===== config.mk =====
export PLATFORM = sky130hd
export DESIGN_NAME = sdram_rw_arbiter_flat
export DESIGN_NICKNAME = d
export VERILOG_FILES = /design/src/rtl/sdram_rw_arbiter_pkg.sv /design/src/rtl/sdram_rw_arbiter_if.sv /design/src/rtl/sdram_rw_arbiter.sv /design/src/flat_wrapper.sv
export SDC_FILE = /design/constraint.sdc
export NUM_CORES = 1
export LEC_CHECK = 0
export ABC_AREA = 1
export CAP_MARGIN = 10
export CORE_MARGIN = 8
export CORE_UTILIZATION = 40
export DETAILED_ROUTE_END_ITERATION = 8
export GPL_TIMING_DRIVEN = 0
export PLACE_DENSITY = 0.81
export RECOVER_POWER = 50
export SYNTH_ARGS = -nofsm -noshare
export SYNTH_HDL_FRONTEND = slang
export SYNTH_SLANG_ARGS = --single-unit

===== constraint.sdc =====
create_clock -name clk -period 2.1 [get_ports clk]
set_input_delay 0.42 -clock clk [delete_from_list [all_inputs] [get_ports clk]]
set_output_delay 0.42 -clock clk [all_outputs]
set_load 0.02 [all_outputs]

===== src/rtl/sdram_rw_arbiter_pkg.sv =====
// Shared types and defaults for the SDRAM read/write arbiter.
package sdram_rw_arbiter_pkg;

    localparam int ADDR_W_DEF = 24;
    localparam int DATA_W_DEF = 32;

    // Which requester currently owns the command slot.
    typedef enum logic [1:0] {
        ARB_IDLE = 2'd0,
        ARB_RD   = 2'd1,
        ARB_WR   = 2'd2
    } arb_state_t;

endpackage


===== src/rtl/sdram_rw_arbiter_if.sv =====
// Bundle of requester, return-path and Avalon-MM master signals around the arbiter.
interface sdram_rw_arbiter_if
    import sdram_rw_arbiter_pkg::*;
#(
    parameter int ADDR_W = ADDR_W_DEF,
    parameter int DATA_W = DATA_W_DEF
) ();

    // read requester
    logic              rd_req;
    logic [ADDR_W-1:0] rd_addr;
    logic              rd_gnt;
    // write requester
    logic              wr_req;
    logic [ADDR_W-1:0] wr_addr;
    logic [DATA_W-1:0] wr_data;
    logic              wr_gnt;
    // read return
    logic [DATA_W-1:0] rd_data;
    logic              rd_valid;
    // Avalon-MM master
    logic [ADDR_W-1:0] sdaddress;
    logic              sdread;
    logic              sdwrite;
    logic [DATA_W-1:0] sdwritedata;
    logic              sdwaitrequest;
    logic [DATA_W-1:0] sdreaddata;
    logic              sdreaddatavalid;
    // status
    logic [4:0]        outstanding;
    logic              stray_rd;

    // Arbiter side.
    modport master (
        input  rd_req, rd_addr, wr_req, wr_addr, wr_data,
        input  sdwaitrequest, sdreaddata, sdreaddatavalid,
        output rd_gnt, wr_gnt, rd_data, rd_valid,
        output sdaddress, sdread, sdwrite, sdwritedata,
        output outstanding, stray_rd
    );

    // Requesters plus SDRAM controller side.
    modport slave (
        output rd_req, rd_addr, wr_req, wr_addr, wr_data,
        output sdwaitrequest, sdreaddata, sdreaddatavalid,
        input  rd_gnt, wr_gnt, rd_data, rd_valid,
        input  sdaddress, sdread, sdwrite, sdwritedata,
        input  outstanding, stray_rd
    );

endinterface


===== src/rtl/sdram_rw_arbiter.sv =====
// Read-priority arbiter sharing one Avalon-MM master between a read and a
// write requester, with bounded bursts, read-credit tracking and a
// one-cycle registered read-return path.
module sdram_rw_arbiter
    import sdram_rw_arbiter_pkg::*;
#(
    parameter int ADDR_W          = ADDR_W_DEF,
    parameter int DATA_W          = DATA_W_DEF,
    parameter int MAX_OUTSTANDING = 16,
    parameter int READ_BURST      = 8,
    parameter int WRITE_BURST     = 4
) (
    input  logic               clk,
    input  logic               reset,
    sdram_rw_arbiter_if.master bus
);

    localparam int CNT_W = $clog2(MAX_OUTSTANDING + 1);
    localparam int RB_W  = $clog2(READ_BURST + 1);
    localparam int WB_W  = $clog2(WRITE_BURST + 1);

    arb_state_t        state_reg, state_next;
    logic [RB_W-1:0]   rd_cnt_reg, rd_cnt_next;
    logic [WB_W-1:0]   wr_cnt_reg, wr_cnt_next;
    logic [CNT_W-1:0]  credit_reg, credit_next;
    logic              stray_reg, stray_next;
    logic              sdread_reg, sdread_next;
    logic              sdwrite_reg, sdwrite_next;
    logic [ADDR_W-1:0] addr_reg, addr_next;
    logic [DATA_W-1:0] wdata_reg, wdata_next;
    logic [DATA_W-1:0] rd_data_reg;
    logic              rd_valid_reg;

    logic cmd_busy, cmd_done, slot_free, credit_ok;
    logic rd_burst_done, wr_burst_done;
    logic sel_rd, sel_wr, rd_gnt, wr_gnt;

    assign cmd_busy      = sdread_reg | sdwrite_reg;
    assign cmd_done      = cmd_busy & ~bus.sdwaitrequest;
    assign slot_free     = ~cmd_busy | cmd_done;
    assign credit_ok     = (credit_reg < CNT_W'(MAX_OUTSTANDING));
    assign rd_burst_done = (rd_cnt_reg == RB_W'(READ_BURST));
    assign wr_burst_done = (wr_cnt_reg == WB_W'(WRITE_BURST));

    // Owner selection: decided combinationally so a change of owner costs no bubble.
    always_comb begin
        sel_rd = 1'b0;
        sel_wr = 1'b0;
        unique case (state_reg)
            ARB_RD: begin
                // Yield to a waiting write at burst end, or at once when out of credit.
                if (bus.rd_req && !(bus.wr_req && (rd_burst_done || !credit_ok))) sel_rd = 1'b1;
                else if (bus.wr_req)                                                sel_wr = 1'b1;
            end
            ARB_WR: begin
                // Only hand over to reads when a read could actually be granted.
                if (bus.wr_req && !(bus.rd_req && credit_ok && wr_burst_done)) sel_wr = 1'b1;
                else if (bus.rd_req)                                             sel_rd = 1'b1;
            end
            default: begin
                if (bus.rd_req && (credit_ok || !bus.wr_req)) sel_rd = 1'b1;
                else if (bus.wr_req)                          sel_wr = 1'b1;
            end
        endcase
    end

    // Grants; suppressed while reset is held so no transfer pulses leak out.
    always_comb begin
        rd_gnt = ~reset & slot_free & sel_rd & credit_ok;
        wr_gnt = ~reset & slot_free & sel_wr;
    end

    // Next owner state and burst counters; a grant that changes owner counts as the first of the new burst.
    always_comb begin
        state_next  = sel_rd ? ARB_RD : (sel_wr ? ARB_WR : ARB_IDLE);
        rd_cnt_next = '0;
        wr_cnt_next = '0;
        if (state_next == ARB_RD) begin
            if (state_reg != ARB_RD)           rd_cnt_next = rd_gnt ? RB_W'(1) : '0;
            else if (rd_gnt && !rd_burst_done) rd_cnt_next = rd_cnt_reg + RB_W'(1);
            else                               rd_cnt_next = rd_cnt_reg;
        end
        if (state_next == ARB_WR) begin
            if (state_reg != ARB_WR)           wr_cnt_next = wr_gnt ? WB_W'(1) : '0;
            else if (wr_gnt && !wr_burst_done) wr_cnt_next = wr_cnt_reg + WB_W'(1);
            else                               wr_cnt_next = wr_cnt_reg;
        end
    end

    // Read credits: a return with nothing outstanding is stray and does not consume a credit.
    always_comb begin
        credit_next = credit_reg;
        stray_next  = stray_reg;
        if (bus.sdreaddatavalid && credit_reg == '0) begin
            stray_next = 1'b1;
            if (rd_gnt) credit_next = credit_reg + CNT_W'(1);
        end else if (rd_gnt && !bus.sdreaddatavalid) begin
            credit_next = credit_reg + CNT_W'(1);
        end else if (!rd_gnt && bus.sdreaddatavalid) begin
            credit_next = credit_reg - CNT_W'(1);
        end
    end

    // Command slot: reload from the granted requester whenever the slot frees, otherwise hold.
    always_comb begin
        sdread_next  = sdread_reg;
        sdwrite_next = sdwrite_reg;
        addr_next    = addr_reg;
        wdata_next   = wdata_reg;
        if (slot_free) begin
            sdread_next  = rd_gnt;
            sdwrite_next = wr_gnt;
            if (rd_gnt) begin
                addr_next = bus.rd_addr;
            end else if (wr_gnt) begin
                addr_next  = bus.wr_addr;
                wdata_next = bus.wr_data;
            end
        end
    end

    // State, command, credit and return registers.
    always_ff @(posedge clk) begin
        if (reset) begin
            state_reg    <= ARB_IDLE;
            rd_cnt_reg   <= '0;
            wr_cnt_reg   <= '0;
            credit_reg   <= '0;
            stray_reg    <= 1'b0;
            sdread_reg   <= 1'b0;
            sdwrite_reg  <= 1'b0;
            addr_reg     <= '0;
            wdata_reg    <= '0;
            rd_data_reg  <= '0;
            rd_valid_reg <= 1'b0;
        end else begin
            state_reg    <= state_next;
            rd_cnt_reg   <= rd_cnt_next;
            wr_cnt_reg   <= wr_cnt_next;
            credit_reg   <= credit_next;
            stray_reg    <= stray_next;
            sdread_reg   <= sdread_next;
            sdwrite_reg  <= sdwrite_next;
            addr_reg     <= addr_next;
            wdata_reg    <= wdata_next;
            rd_data_reg  <= bus.sdreaddata;
            rd_valid_reg <= bus.sdreaddatavalid;
        end
    end

    assign bus.rd_gnt      = rd_gnt;
    assign bus.wr_gnt      = wr_gnt;
    assign bus.sdread      = sdread_reg;
    assign bus.sdwrite     = sdwrite_reg;
    assign bus.sdaddress   = addr_reg;
    assign bus.sdwritedata = wdata_reg;
    assign bus.rd_data     = rd_data_reg;
    assign bus.rd_valid    = rd_valid_reg;
    assign bus.outstanding = 5'(credit_reg);
    assign bus.stray_rd    = stray_reg;

endmodule


===== src/flat_wrapper.sv =====
// flat-port wrapper written by rule: the top's interface ports become plain ports
module sdram_rw_arbiter_flat import sdram_rw_arbiter_pkg::*;
#(
    parameter int ADDR_W          = ADDR_W_DEF,
    parameter int DATA_W          = DATA_W_DEF,
    parameter int MAX_OUTSTANDING = 16,
    parameter int READ_BURST      = 8,
    parameter int WRITE_BURST     = 4
)
  (clk, reset, bus_rd_req, bus_rd_addr, bus_wr_req, bus_wr_addr, bus_wr_data, bus_sdwaitrequest, bus_sdreaddata, bus_sdreaddatavalid, bus_rd_gnt, bus_wr_gnt, bus_rd_data, bus_rd_valid, bus_sdaddress, bus_sdread, bus_sdwrite, bus_sdwritedata, bus_outstanding, bus_stray_rd);
  sdram_rw_arbiter_if #(.ADDR_W(ADDR_W), .DATA_W(DATA_W)) bus_i ();
  input  logic clk;
  input  logic reset;
  input wire logic [$bits(bus_i.rd_req)-1:0] bus_rd_req;
  input wire logic [$bits(bus_i.rd_addr)-1:0] bus_rd_addr;
  input wire logic [$bits(bus_i.wr_req)-1:0] bus_wr_req;
  input wire logic [$bits(bus_i.wr_addr)-1:0] bus_wr_addr;
  input wire logic [$bits(bus_i.wr_data)-1:0] bus_wr_data;
  input wire logic [$bits(bus_i.sdwaitrequest)-1:0] bus_sdwaitrequest;
  input wire logic [$bits(bus_i.sdreaddata)-1:0] bus_sdreaddata;
  input wire logic [$bits(bus_i.sdreaddatavalid)-1:0] bus_sdreaddatavalid;
  output wire logic [$bits(bus_i.rd_gnt)-1:0] bus_rd_gnt;
  output wire logic [$bits(bus_i.wr_gnt)-1:0] bus_wr_gnt;
  output wire logic [$bits(bus_i.rd_data)-1:0] bus_rd_data;
  output wire logic [$bits(bus_i.rd_valid)-1:0] bus_rd_valid;
  output wire logic [$bits(bus_i.sdaddress)-1:0] bus_sdaddress;
  output wire logic [$bits(bus_i.sdread)-1:0] bus_sdread;
  output wire logic [$bits(bus_i.sdwrite)-1:0] bus_sdwrite;
  output wire logic [$bits(bus_i.sdwritedata)-1:0] bus_sdwritedata;
  output wire logic [$bits(bus_i.outstanding)-1:0] bus_outstanding;
  output wire logic [$bits(bus_i.stray_rd)-1:0] bus_stray_rd;
  assign bus_i.rd_req = bus_rd_req;
  assign bus_i.rd_addr = bus_rd_addr;
  assign bus_i.wr_req = bus_wr_req;
  assign bus_i.wr_addr = bus_wr_addr;
  assign bus_i.wr_data = bus_wr_data;
  assign bus_i.sdwaitrequest = bus_sdwaitrequest;
  assign bus_i.sdreaddata = bus_sdreaddata;
  assign bus_i.sdreaddatavalid = bus_sdreaddatavalid;
  assign bus_rd_gnt = bus_i.rd_gnt;
  assign bus_wr_gnt = bus_i.wr_gnt;
  assign bus_rd_data = bus_i.rd_data;
  assign bus_rd_valid = bus_i.rd_valid;
  assign bus_sdaddress = bus_i.sdaddress;
  assign bus_sdread = bus_i.sdread;
  assign bus_sdwrite = bus_i.sdwrite;
  assign bus_sdwritedata = bus_i.sdwritedata;
  assign bus_outstanding = bus_i.outstanding;
  assign bus_stray_rd = bus_i.stray_rd;
  sdram_rw_arbiter #(.ADDR_W(ADDR_W), .DATA_W(DATA_W), .MAX_OUTSTANDING(MAX_OUTSTANDING), .READ_BURST(READ_BURST), .WRITE_BURST(WRITE_BURST)) u_core (.clk(clk), .reset(reset), .bus(bus_i));
endmodule

==> results.py, run 1 <==
metrics = {
    "status": {
        "status": "finished with violations",
        "violations": "negative setup slack",
    },
    "sta": {
        "fin_crit_sh": 1.02,
        "hold_viol_final": 0,
        "timing.final.ws_setup_ps": -40.8,
        "min_period_ps": 2140,
        "relSlewSlack": 0.671,
        "setup_tns_ps": -72.5,
        "maxSlewViolCount": 0,
        "fin_skew_ps": 11.5,
        "max_slew.worst_pin.slew_ps": 494,
        "rsz0062_at_grt": "yes",
        "setup_viol": 2,
        "fmax_mhz": 467,
    },
    "synthesis": {
        "yosys_warnings": 0,
        "yosys-top-cells-count": "109 x nor2_1, 106 x dfxtp_1, 90 x nand2_1, 54 x inv_1, 35 x o21ai_0",
        "synth-main-ff-cell": "dfxtp_1",
        "avgSynthCellArea_um2": 7.75,
        "yosysUniqueCellTypes": 37,
        "synthArstFlopShare": 0,
        "synth_edf_count": 0,
        "synth_top_area_share": 0.511,
        "syn-cell-area_um2": 4160,
        "synth_area_leaders": "dfxtp_1 51%, nor2_1 9.8%, nand2_1 8.1%, inv_1 4.9%, o21ai_0 4.2%",
        "syn_nets": 662,
        "syn_inst": 536,
        "synth.yosys.seq_area_share": 0.511,
        "synth.most_common_cell": "nor2_1",
        "synth-seq-cells": 106,
        "yosysTopAreaCell": "dfxtp_1",
    },
    "global_route": {
        "grt_max_degree": 16,
        "top_usage_layer": "met2",
        "overflow": 0,
        "use_met1": 0.216,
        "antenna_found_initial": 0,
        "grt_pass1_vias": 4591,
        "grt_use_met2": 0.341,
        "track_usage": 0.203,
        "grtUsageMet3": 0.0988,
        "grt_pass1_wl_um": 23200,
    },
    "drt": {
        "ant_nets": 0,
        "drtIter0Drc": 285,
        "dr.pass1.iters": 4,
        "wl_per_cell_um": 15.4,
        "via_count": 4452,
        "drc_errors": 0,
        "routed_wl_um": 14300,
        "viasPerCell": 4.81,
    },
    "final_layout": {
        "nets": 910,
        "syn2layout_area_growth_pct": 67.6,
        "fill_cells": 818,
        "num_antenna_cells": 0,
        "drive_above_1_share": 0.125,
    },
    "worst_setup_path": {
        "crit_fanout": 10,
        "crit_chain": "dlygate4sd3_1 > clkbuf_8 > nor2_4 > nand4_4 > inv_4 > buf_6",
        "arrival_ps": 1720,
        "required_ps": 1680,
        "end_kind": "output pin",
        "crit_path_max_incr_delay_ps": 580,
        "cpLargestDelayFamily": "buffers and inverters",
        "startpoint_type": "primary input",
        "path_buf_inv": 4,
        "critPathKind": "in2out",
        "cp_slowest_cell": "dlygate4sd3_1",
    },
    "placed_design": {
        "place_hpwl_um": 11000,
        "globalplace.congestion": 0.868,
        "pre_cts_ws_ps": -1070,
        "io_buffer_count": 216,
    },
    "hold_path": {
        "hp-class": "reg2reg",
    },
    "power": {
        "peakVddDrop_mv": 0.683,
        "p_int_mw": 5.31,
        "clkPwrFrac": 0.125,
        "pwr-share-comb": 0.553,
        "p_leak_nw": 2.84,
        "power.density_nw_per_um2": 1300,
        "swShare": 0.411,
        "p_seq_frac": 0.322,
        "p_switching_mw": 3.71,
    },
    "clocking": {
        "clkTransAtPathRegs_ps": 90,
        "cts_inserted_buffers": 9,
        "clk_path_buf_depth": 2,
        "cts-root-buf": "clkbuf_8",
        "cts.sinks": 106,
        "clock_latency_ps": 360,
        "cts_hold_buf": 0,
        "h-tree-depth": 3,
        "cts_tree": "yes",
    },
    "run": {
        "drv_cap": 0,
    },
    "floorplanning": {
        "io_pins": 217,
        "core-area_um2": 10200,
        "rows": 37,
        "die_y_um": 118,
        "dieArea_um2": 13900,
        "start_util": 0.408,
        "die_x_um": 118,
    },
}
per-layer routing:
layer,part of all wire,wire (µm)
met3,0.11,1600
met5,0,0
met1,0.39,5590
met2,0.48,6800
met4,0.021,294
cell usage in the layout, fill, tap and decap left out, types with 2 or more instances in the layout:
cell type	n
clkdlybuf4s50_1	211
buf_2	4
ha_4	4
a21oi_1	8
clkbuf_8	11
nand4_1	4
nand3_4	3
a21oi_2	2
nand2_2	7
inv_4	5
a31oi_1	26
buf_6	4
clkbuf_1	12
ha_1	4
nand3_1	29
nor3_1	4
buf_4	29
inv_1	47
clkbuf_2	3
nor2_2	2
xor2_1	4
inv_2	7
nand2_1	87
dfxtp_2	7
dlygate4sd2_1	2
dfxtp_1	99
nand3_2	2
o21ai_0	33
o21ai_1	4
nor2_1	108
path summary, 6_finish.rpt:
path,startpoint,end,slack (ps),depth (start not counted)
worst max register to register,u_core.wr_cnt_reg[1],u_core.bus.sdwritedata[28],140,14
worst max-delay path,reset,bus_rd_gnt,-40,6
worst min register to register,u_core.bus.stray_rd,u_core.bus.stray_rd,470,1
worst min-delay path,u_core.bus.stray_rd,u_core.bus.stray_rd,470,1
power by group through the flow:
stage	Sequential (mW)	Combinational [mW]	Clock, mW
2_1_floorplan	3.54	1.98	0
3_3_place_gp	2.89	4.38	0
3_5_place_dp	2.93	4.48	0
4_1_cts	2.90	4.86	1.15
5_1_grt	2.97	5.43	1.25
6_report	2.90	4.99	1.13
cell type report:
class	count	area [µm²]	share of cell area
Multi-Input combinational cell	345	1780	0.256
Clock inverter	2	12.5	0.00180
Tap cell	136	170	0.0244
Timing Repair Buffer	238	2330	0.334
Inverter	59	234	0.0336
Clock buffer	14	153	0.0219
Sequential cell	106	2130	0.306
Buffer	25	154	0.0221
worst register-to-register path, cell delays in order (launching register included):
cell      delay [ps]
dfxtp_2          350
inv_2             50
ha_4             150
nand2_2           80
nand2_2           80
nand2_1           80
nand2_1           60
nand3_2          110
nand3_4          100
inv_4             70
buf_4            160
nand2_4           80
clkbuf_2         190
o21ai_0          220
nor2_1            60
metrics by stage:
| stage | power, mW | util | hold slack (ps) | cell area, µm² | cells |
|---|---|---|---|---|---|
| finish | 9.02 | 0.684 | 472 | 6960 | 925 |
| global route | 9.65 | 0.684 | 504 | 6960 | 925 |
| CTS | 8.91 | 0.677 | 473 | 6890 | 917 |
| detailed placement | 7.41 | 0.637 | 453 | 6490 | 888 |
| global placement | 7.27 | 0.637 | 447 | 6490 | 888 |
| floorplan | 5.52 | - | 456 | 4160 | 536 |
repair_timing:
item | CTS | global route
pin swaps | 11 | 8
endpoints found under the setup margin | 28 | 32
setup buffers | 13 | 9
resized for setup | 57 | 10
kinds of logic (layout without fill, tap and decap cells):
kind of cell	after synthesis	count (layout)	share of synthesized area
xor gates and xnor gates	5	5	0.0105
AOI/OAI and AO/OA	78	78	0.106
and+or+nand+nor	254	254	0.261
adders and majority gates	8	8	0.0241
buffers and inverters	85	338	0.0873
DFF	106	106	0.511
Power figures use the tool's default switching activity.
==> inputs of run 2 (changes only) <==
--- a/config.mk
+++ b/config.mk
@@ -13,6 +13,7 @@
 export GPL_TIMING_DRIVEN = 0
 export PLACE_DENSITY = 0.81
 export RECOVER_POWER = 50
+export REMOVE_ABC_BUFFERS = 1
 export SYNTH_ARGS = -nofsm -noshare
 export SYNTH_HDL_FRONTEND = slang
 export SYNTH_SLANG_ARGS = --single-unit
==> results.py, run 2 (same netlist as run 1, synthesis figures left out) <==
metrics = {
    "clocking": {
        "clk_path_buf_depth": 2,
        "cts.sinks": 106,
        "cts-root-buf": "clkbuf_8",
        "h-tree-depth": 3,
        "clkTransAtPathRegs_ps": 110,
        "cts_inserted_buffers": 9,
        "cts_tree": "yes",
        "clock_latency_ps": 370,
        "cts_hold_buf": 0,
    },
    "sta": {
        "setup_tns_ps": -19.6,
        "relSlewSlack": 0.402,
        "max_slew.worst_pin.slew_ps": 896,
        "setup_viol": 1,
        "maxSlewViolCount": 0,
        "timing.final.ws_setup_ps": -19.6,
        "fmax_mhz": 472,
        "hold_viol_final": 0,
        "min_period_ps": 2120,
        "fin_crit_sh": 1.01,
        "rsz0062_at_grt": "yes",
        "fin_skew_ps": 14.7,
        "holdWs_ps": 479,
    },
    "global_route": {
        "grt_pass1_wl_um": 22400,
        "overflow": 0,
        "grt_max_degree": 40,
        "antenna_found_initial": 0,
        "track_usage": 0.199,
        "grt_pass1_vias": 4272,
    },
    "power": {
        "peakVddDrop_mv": 0.785,
        "power.density_nw_per_um2": 1330,
        "total_power_mw": 9.36,
        "p_leak_nw": 2.97,
    },
    "drt": {
        "drtIter0Drc": 260,
        "viasPerCell": 4.89,
        "drc_errors": 0,
        "dr.pass1.iters": 4,
        "ant_nets": 0,
        "via_count": 4454,
        "routed_wl_um": 14800,
        "wl_per_cell_um": 16.2,
    },
    "placed_design": {
        "place_inst": 863,
        "globalplace.congestion": 0.838,
        "io_buffer_count": 216,
        "place_hpwl_um": 10000,
        "pre_cts_ws_ps": -1550,
    },
    "floorplanning": {
        "io_pins": 217,
        "dieArea_um2": 13900,
        "core-area_um2": 10200,
        "die_y_um": 118,
        "rows": 37,
        "start_util": 0.408,
        "die_x_um": 118,
    },
    "hold_path": {
        "hp-class": "reg2reg",
    },
    "status": {
        "violations": "negative setup slack",
        "status": "finished with violations",
    },
    "worst_setup_path": {
        "end_kind": "output pin",
        "crit_fanout": 4,
        "arrival_ps": 1700,
        "critPathKind": "reg2out",
        "required_ps": 1680,
        "startpoint_type": "flip-flop",
    },
    "final_layout": {
        "num_antenna_cells": 0,
        "final_common_cell": "clkdlybuf4s50_1",
        "layout_common_cells": "150 x clkdlybuf4s50_1, 108 x nor2_1, 100 x dfxtp_1",
        "nets": 896,
        "seq_area_um2": 2130,
        "multiInputGateArea_um2": 1790,
        "fill_cells": 819,
        "drive_above_1_share": 0.126,
        "layoutNonFillerInstCount": 911,
        "syn2layout_area_growth_pct": 68.7,
    },
    "run": {
        "drv_cap": 0,
    },
}
==> run 2: stage by stage <==
step            util  area [µm²]
2_1_floorplan      -        4020
3_3_place_gp   0.623        6350
3_5_place_dp   0.625        6360
4_1_cts        0.667        6790
5_1_grt        0.688        7010
6_report       0.688        7010
==> run 2: where the power goes <==
group	internal (mW)	switching, mW	leakage, nW
Combinational	2.19	2.93	2.00
Clock	0.575	0.752	0.0999
Sequential	2.58	0.325	0.875
==> run 2: worst paths after layout <==
check	startpoint	endpoint	slack (ps)	depth (start not counted)
max	u_core.state_reg[0]	bus_rd_gnt	-20	7
min	u_core.bus.sdaddress[7]	u_core.bus.sdaddress[7]	480	2
max reg2reg	u_core.state_reg[0]	u_core.bus.sdaddress[0]	70	11
min reg2reg	u_core.bus.sdaddress[7]	u_core.bus.sdaddress[7]	480	2
==> run 2: metal layers <==
| layer | track usage | vias to the layer above | wire length (µm) |
|---|---|---|---|
| met4 | 0.0608 | 0 | 280 |
| li1 | - | 2175 | - |
| met5 | 0 | - | 0 |
| met2 | 0.375 | 188 | 7870 |
| met3 | 0.0489 | 25 | 1070 |
| met1 | 0.212 | 2066 | 5580 |
==> run 2: worst max-delay path: stages (launching register included) <==
cell	delay, ps
dfxtp_2	370
inv_2	50
ha_4	280
inv_4	50
or2_4	270
nand4_4	140
inv_8	40
buf_6	120
==> run 2: what timing repair did <==
item                       CTS  global route
gates cloned                 5             0
pin swaps                    5            12
setup buffers               12            15
resized for setup           49            23
setup endpoints to repair   67            60
==> run 2: final cells by class <==
cell class / count / share of cell area
well taps: 136 / 0.0243
clock buffers: 9 / 0.0177
repair inverters: 4 / 0.00393
flip-flops and latches: 106 / 0.304
multi-input cells: 346 / 0.255
inverters: 59 / 0.0380
clock inverters: 7 / 0.0121
repair buffers: 244 / 0.344
